<file path="config.mk">
export PLATFORM = sky130hd
export DESIGN_NAME = mux_arb_reg
export DESIGN_NICKNAME = d
export VERILOG_FILES = /design/src/rtl/mux_arb_reg.sv
export SDC_FILE = /design/constraint.sdc
export NUM_CORES = 1
export LEC_CHECK = 0
export CORE_MARGIN = 2
export CORE_UTILIZATION = 40
export DETAILED_ROUTE_END_ITERATION = 8
export HOLD_SLACK_MARGIN = 0.03
export PLACE_DENSITY = 0.79
export SLEW_MARGIN = 0
export SYNTH_ARGS = -nofsm -noshare
export SYNTH_HDL_FRONTEND = slang
export SYNTH_SLANG_ARGS = --single-unit
</file>
<file path="constraint.sdc">
create_clock -name clk -period 2.5 [get_ports clk]
set_input_delay 0.5 -clock clk [delete_from_list [all_inputs] [get_ports clk]]
set_output_delay 0.5 -clock clk [all_outputs]
set_load 0.02 [all_outputs]
</file>
<file path="src/rtl/mux_arb_reg.sv">
// mux_arb_reg: registered N:1 operand selector for the ALU datapath.
// Fixed-select or round-robin grant feeding one valid/ready output register.
module mux_arb_reg #(
   parameter int WIDTH = 4,
   parameter int N     = 4,
   parameter int SELW  = $clog2(N)
) (
   input  logic               clk,
   input  logic               rst_n,
   input  logic [N*WIDTH-1:0] in_data,
   input  logic [N-1:0]       in_valid,
   output logic [N-1:0]       in_ready,
   input  logic               mode,
   input  logic [SELW-1:0]    sel,
   output logic [WIDTH-1:0]   out_data,
   output logic [SELW-1:0]    out_src,
   output logic               out_valid,
   input  logic               out_ready
);

   logic [SELW-1:0]  ptr;
   logic [SELW-1:0]  ptr_nxt;
   logic [SELW-1:0]  gnt;
   logic             gnt_vld;
   logic             load_en;
   logic             xfer;
   logic [WIDTH-1:0] gnt_word;
   int               idx;

   assign load_en = !out_valid || out_ready;
   assign xfer    = gnt_vld && load_en;

   // Round-robin scan runs from the far end down so the entry nearest ptr wins.
   always_comb begin
      gnt     = '0;
      gnt_vld = 1'b0;
      idx     = 0;
      if (!mode) begin
         if (int'(sel) < N) begin
            if (in_valid[sel]) begin
               gnt     = sel;
               gnt_vld = 1'b1;
            end
         end
      end else begin
         for (int k = N - 1; k >= 0; k--) begin
            idx = int'(ptr) + k;
            if (idx >= N) begin
               idx = idx - N;
            end
            if (in_valid[idx]) begin
               gnt     = SELW'(idx);
               gnt_vld = 1'b1;
            end
         end
      end
   end

   assign gnt_word = in_data[int'(gnt)*WIDTH +: WIDTH];

   always_comb begin
      if (int'(gnt) == N - 1) begin
         ptr_nxt = '0;
      end else begin
         ptr_nxt = gnt + SELW'(1);
      end
   end

   always_comb begin
      in_ready = '0;
      if (rst_n && xfer) begin
         in_ready[gnt] = 1'b1;
      end
   end

   always_ff @(posedge clk or negedge rst_n) begin
      if (!rst_n) begin
         out_data  <= '0;
         out_src   <= '0;
         out_valid <= 1'b0;
         ptr       <= '0;
      end else if (load_en) begin
         if (xfer) begin
            out_data  <= gnt_word;
            out_src   <= gnt;
            out_valid <= 1'b1;
            if (mode) begin
               ptr <= ptr_nxt;
            end
         end else begin
            out_valid <= 1'b0;
         end
      end
   end

endmodule

</file>
; After elaboration in Yosys (flattened, before gate mapping)
; Cells that the tools add are included.
; Widths: inputs -> output; s select.
[classes]
n_addsub = 8
multipliers = 0
div_mod_pow = 0
n_lt_le_gt_ge = 11
eq_ne = 1
shifts = 1
n_mux = 39
n_bitwise = 0
reduce_logical = 7
[op_table]
columns = operator, n
row1 = $mux 32, 8
row2 = $lt 32x4->1 const B, 4
row3 = $mux 1, 17
row4 = $shiftx 16x5->4, 1
row5 = $mux 2, 7
row6 = $sub 3x3->4 const B, 3
row7 = $bmux 1 s2, 5
row8 = $ge 3x3->1 const B, 3
row9 = $add 2x2->3 const B, 2
row10 = $lt 2x3->1 const B, 2
row11 = $mux 4, 1
row12 = $sub 2x3->4 const B, 1
row13 = $add 2x1->3 const B, 1
row14 = $ge 2x3->1 const B, 1
row15 = $logic_and 1x1->1, 3
row16 = $reduce_and 3->1, 1
row17 = $add 2x1->2 const B, 1
row18 = $demux 1 s2, 1
row19 = $eq 2x1->1 const B, 1
row20 = $ge 2x1->1 const B, 1
row21 = $reduce_and 2->1, 1
row22 = $logic_not 1->1, 1
row23 = $logic_or 1x1->1, 1
[word_totals]
reg_bits = 9
latchBits = 0
ramBits = 0
romBits = 0
elab_cells = 71
n_memories = 0

; Logic depth before layout (Yosys ltp)
[logic_depth]
depth_word = 17
ltp_mapped = 8
mapped_depth_nobuf = 7

; Worst setup path after synthesis
; OpenSTA, ideal clock, no wires.
[synth_timing]
kind = input-to-output
start = input port sel[0]
end = output port in_ready[1]
arrival_ns = 1.915
required_ns = 2.000
slack_ns = 0.085
path_stages = 5
cell_sequence = mux2_2 and3_4 a311oi_2 inv_4 nor3_1
[synth_between]
elab_chain_cells = 9
word_cells_on_any_way = 14
classes_between = 2 x order compare / 9 x mux / 3 x reduce/logical
[synth_rtl]
columns = element, line_no
row1 = start: declaration, 14  ; input logic [SELW-1:0] sel,
row2 = $bmux 1 s2, 40  ; if (in_valid[sel]) begin
row3 = $mux 1 (implied by the code), 40
row4 = $mux 2, 40
row5 = $mux 2, 38  ; if (!mode) begin
row6 = $lt 2x3->1 (implied by the code) / $ge 2x1->1 (equally long branches), 72  ; in_ready[gnt] = 1'b1;
row7 = $logic_and 1x1->1 (implied by the code), 72
row8 = $mux 1 (implied by the code), 72
row9 = $demux 1 s2, 72
row10 = $mux 4 *, 71  ; if (rst_n && xfer) begin
row11 = end: declaration, 12  ; output logic [N-1:0] in_ready,
; Every way passes the cells marked *; elsewhere a longest branch is shown, timed or not. The select of a mux whose other input is x is not followed.

; Final worst setup path
[layout_timing]
start = input port sel[0]
end = output port in_ready[2]
; Same word-level chain as after synthesis.

==> results by group <==
Power
  – Clock network fraction of total power: a little over an eighth
  – Pint: 0.000552 W
  – Sequential power share: 26.1%
  – Sw Pwr: 0.000335 W
  – Switch share: 37.8%
  – PD cells: 662 nW/um2
  – Logic pwr share: about 61%
  – Maximum vdd drop: 0.000320 V
  – Pleak: 0.597 nW

Layout
  – Layout Nets: 165
  – # fillers: about 150
  – Synth-to-layout area growth: 74.0%
  – Share of layout cells above drive strength 1: a little under half
  – Antenna cells: 0
  – Fin cells: 162

Setup path
  – Endpoint type of the worst setup path: primary output
  – Depth of the most critical reg-to-reg path: 8
  – Delay-heaviest family, CP: buffers and inverters
  – Data required time at the worst endpoint: 2000 ps
  – CP peak stage delay: 290 ps
  – RR Startpoint: ptr[1]
  – WS Path Type: input pin to primary output
  – Crit path max fanout: 4
  – Setup crit start kind: input pin
  – Critical Path Slowest Stage Cell: mux2_4
  – Cells along the critical path: buf_4 > mux2_4 > and3_4 > a311oi_2 > buf_4 > inv_4 > ha_4 > and3_4 > buf_6
  – Worst Path Arrival: 1930 ps
  – Reg2reg end: out_data[3]
  – Buffers and inverters on the worst path: 4
  – Register-to-register path setup slack: 470 ps

Placed design
  – Placed insts: 154
  – Placer congestion estimate: ~0.75
  – Hpwl dp: 1.86 mm
  – Port Buffer Count: 36

Drt
  – ANT nets after route: 0
  – Total wire length: 2.24 mm
  – First DRT Iteration DRCs: 3
  – DR WL/cell: roughly 14 um
  – DRC Markers: 0
  – Routed vias: 812
  – Drt pass-1 iters: 2
  – DR vias/cell: 5.01

Min path
  – Worst hold path type: register to register
  – WHS Endpoint: out_data[1]
  – Hold Path Stages: 2
  – Min-delay src: out_data[1]

Yosys
  – Avg Cell Area, Syn: 9.87 um2
  – Synth Register Bits: 9
  – Post-synth top flop: dfrtp_1
  – Synth top area share: 29.3%
  – Asr flop ratio synth: 100%
  – Post-synth EDFFs: 0
  – Sequential element share of the synthesized area: 29.3%
  – Post-Syn Nets: 105
  – Synth top area cells: dfrtp_1 (29%), mux2i_1 (10%), mux2_2 (8.8%)
  – Yosys warnings: 0
  – Unique masters post-synth: 34
  – Top cells by count, synth: nand2_1 (10), dfrtp_1 (9), mux2i_1 (8), mux2_2 (6)
  – Synth Instances: 78
  – Post-Syn Area: ~770 um2
  – Post-synth top area cell: dfrtp_1
  – Count leader, synth: nand2_1

Clocking
  – CTS Buf Count: 3
  – Worst skew pair latency: approximately 270 ps
  – CTS root buf: clkbuf_4
  – Clk slew on worst S/H paths: 60 ps
  – Htree depth: 1
  – Clock buffer depth: 2
  – Sink Count: 9
  – CTS tree: done

Global route
  – Initial antenna violation count: 0
  – Largest net degree at the start of global routing: 13
  – Vias in the first global route: 810
  – First-pass GRT wire length: 3.44 mm
  – GRT overflow: 0
  – GRT Total Usage: 22.3%

Floorplan
  – Die area: 2290 um2
  – Core Box Area: about 1800 um2
  – Starting Density: 43.6%
  – I/O pins: 37
  – Die Height: 47.9 um
  – Row count: 15
  – Die width: between 40 and 50 um

STA
  – Maximum clock rate: 411 MHz
  – Fin. Hold Viols: 0
  – Max_slew headroom: 82.0%
  – Worst hold margin: 473 ps
  – Layout Skew: 9.79 ps
  – Slew at the pin closest to its max-slew limit: 270 ps
  – Period Utilization, post-route: a little over nine tenths
  – Minimum clock period: 2430 ps
  – Endpoints failing setup: 0
  – Final Max Slew Viols: 0

Status
  – Status: complete, no violations

Job
  – Max-cap violations: 0
## power groups by stage
stage	combinational, W	sequential [W]	clock (W)
after floorplan	0.000223	0.000269	0
after global placement	0.000479	0.000231	0
after detailed placement	0.000493	0.000236	0
after CTS	0.000508	0.000233	0.000119
after global routing	0.000587	0.000238	0.000133
final	0.000538	0.000231	0.000117
## flip-flops by register name, indices dropped and copies added (netlist names)
register   flops
out_src        2
out_data       4
out_valid      1
ptr            2
## kinds of logic (layout without fill, tap and decap cells)
logic type | Yosys count | count (layout) | share of synthesized area [%]
muxes | 15 | 15 | 22.6
adders and majority gates | 1 | 1 | 1.63
DFF | 9 | 9 | 29.3
and+or+nand+nor | 25 | 25 | 18.7
AOI/OAI and AO/OA | 21 | 21 | 23.4
buffers and inverters | 7 | 66 | 4.39
## per-stage QoR
stage	util, %	instance area [um2]	power [W]	TNS [ps]	setup WS [ps]
after floorplan	-	769	0.000492	0	85.2
after global placement	72.3	1280	0.000710	-3480	-772
after detailed placement	72.3	1280	0.000729	-4100	-830
after CTS	73.7	1300	0.000859	0	4.30
after global routing	75.9	1340	0.000958	-48.7	-28.4
final	75.9	1340	0.000887	0	65.5
## cell type report
class                   instances  area, um2  share of cell area (%)
multi-input cells              62        553                    41.3
clock buffers                   4       26.3                    1.96
well taps                      25       31.3                    2.34
inverters                       5       21.3                    1.59
repair buffers                 57        480                    35.9
flip-flops and latches          9        226                    16.9
## placed cells by master (no fill, tap or decap), drive strengths merged, types with 2 or more instances in the layout
| master | n |
|---|---|
| a21oi | 4 |
| a31oi | 3 |
| and3 | 3 |
| buf | 29 |
| clkbuf | 5 |
| clkdlybuf4s50 | 25 |
| dfrtp | 9 |
| inv | 5 |
| mux2 | 6 |
| mux2i | 8 |
| nand2 | 10 |
| nor2 | 3 |
| nor3 | 2 |
| o21ai | 7 |
## worst max-delay path by stage
stage | slack (ps) | end | startpoint | depth (start not counted)
after global placement | -770 | in_ready[2] | sel[0] | 9
after global routing | -30 | in_ready[2] | ptr[1] | 7
after CTS | 4 | in_ready[2] | in_valid[1] | 8
after detailed placement | -830 | in_ready[0] | sel[0] | 6
after floorplan | 90 | in_ready[1] | sel[0] | 5
final | 70 | in_ready[2] | sel[0] | 9
## per-layer routing
| layer | share of wire [%] | vias up | global-route usage, % |
|---|---|---|---|
| met5 | 0 | - | 0 |
| met4 | 2.1 | 0 | 11.4 |
| met3 | 5.5 | 6 | 3.02 |
| met2 | 58 | 27 | 45.1 |
| met1 | 34 | 365 | 21.1 |
| li1 | - | 414 | - |
## repair_timing
action / 4_1_cts / 5_1_grt
buffers inserted: 2 / 2
cloned: 0 / 0
pin swaps: 2 / 3
hold buffers: 0 / 0
resized for setup: 46 / 12
setup endpoints to repair: 4 / 4
## worst reg2reg max path: stages, from the launching register on
cell and delay, ps:
dfrtp_2 440, or2b_1 260, a21oi_2 190, o22ai_2 130, a21oi_4 230, buf_4 140, buf_4 110, mux2_2 330
o21ai_2 120
Power figures use the tool's default switching activity.
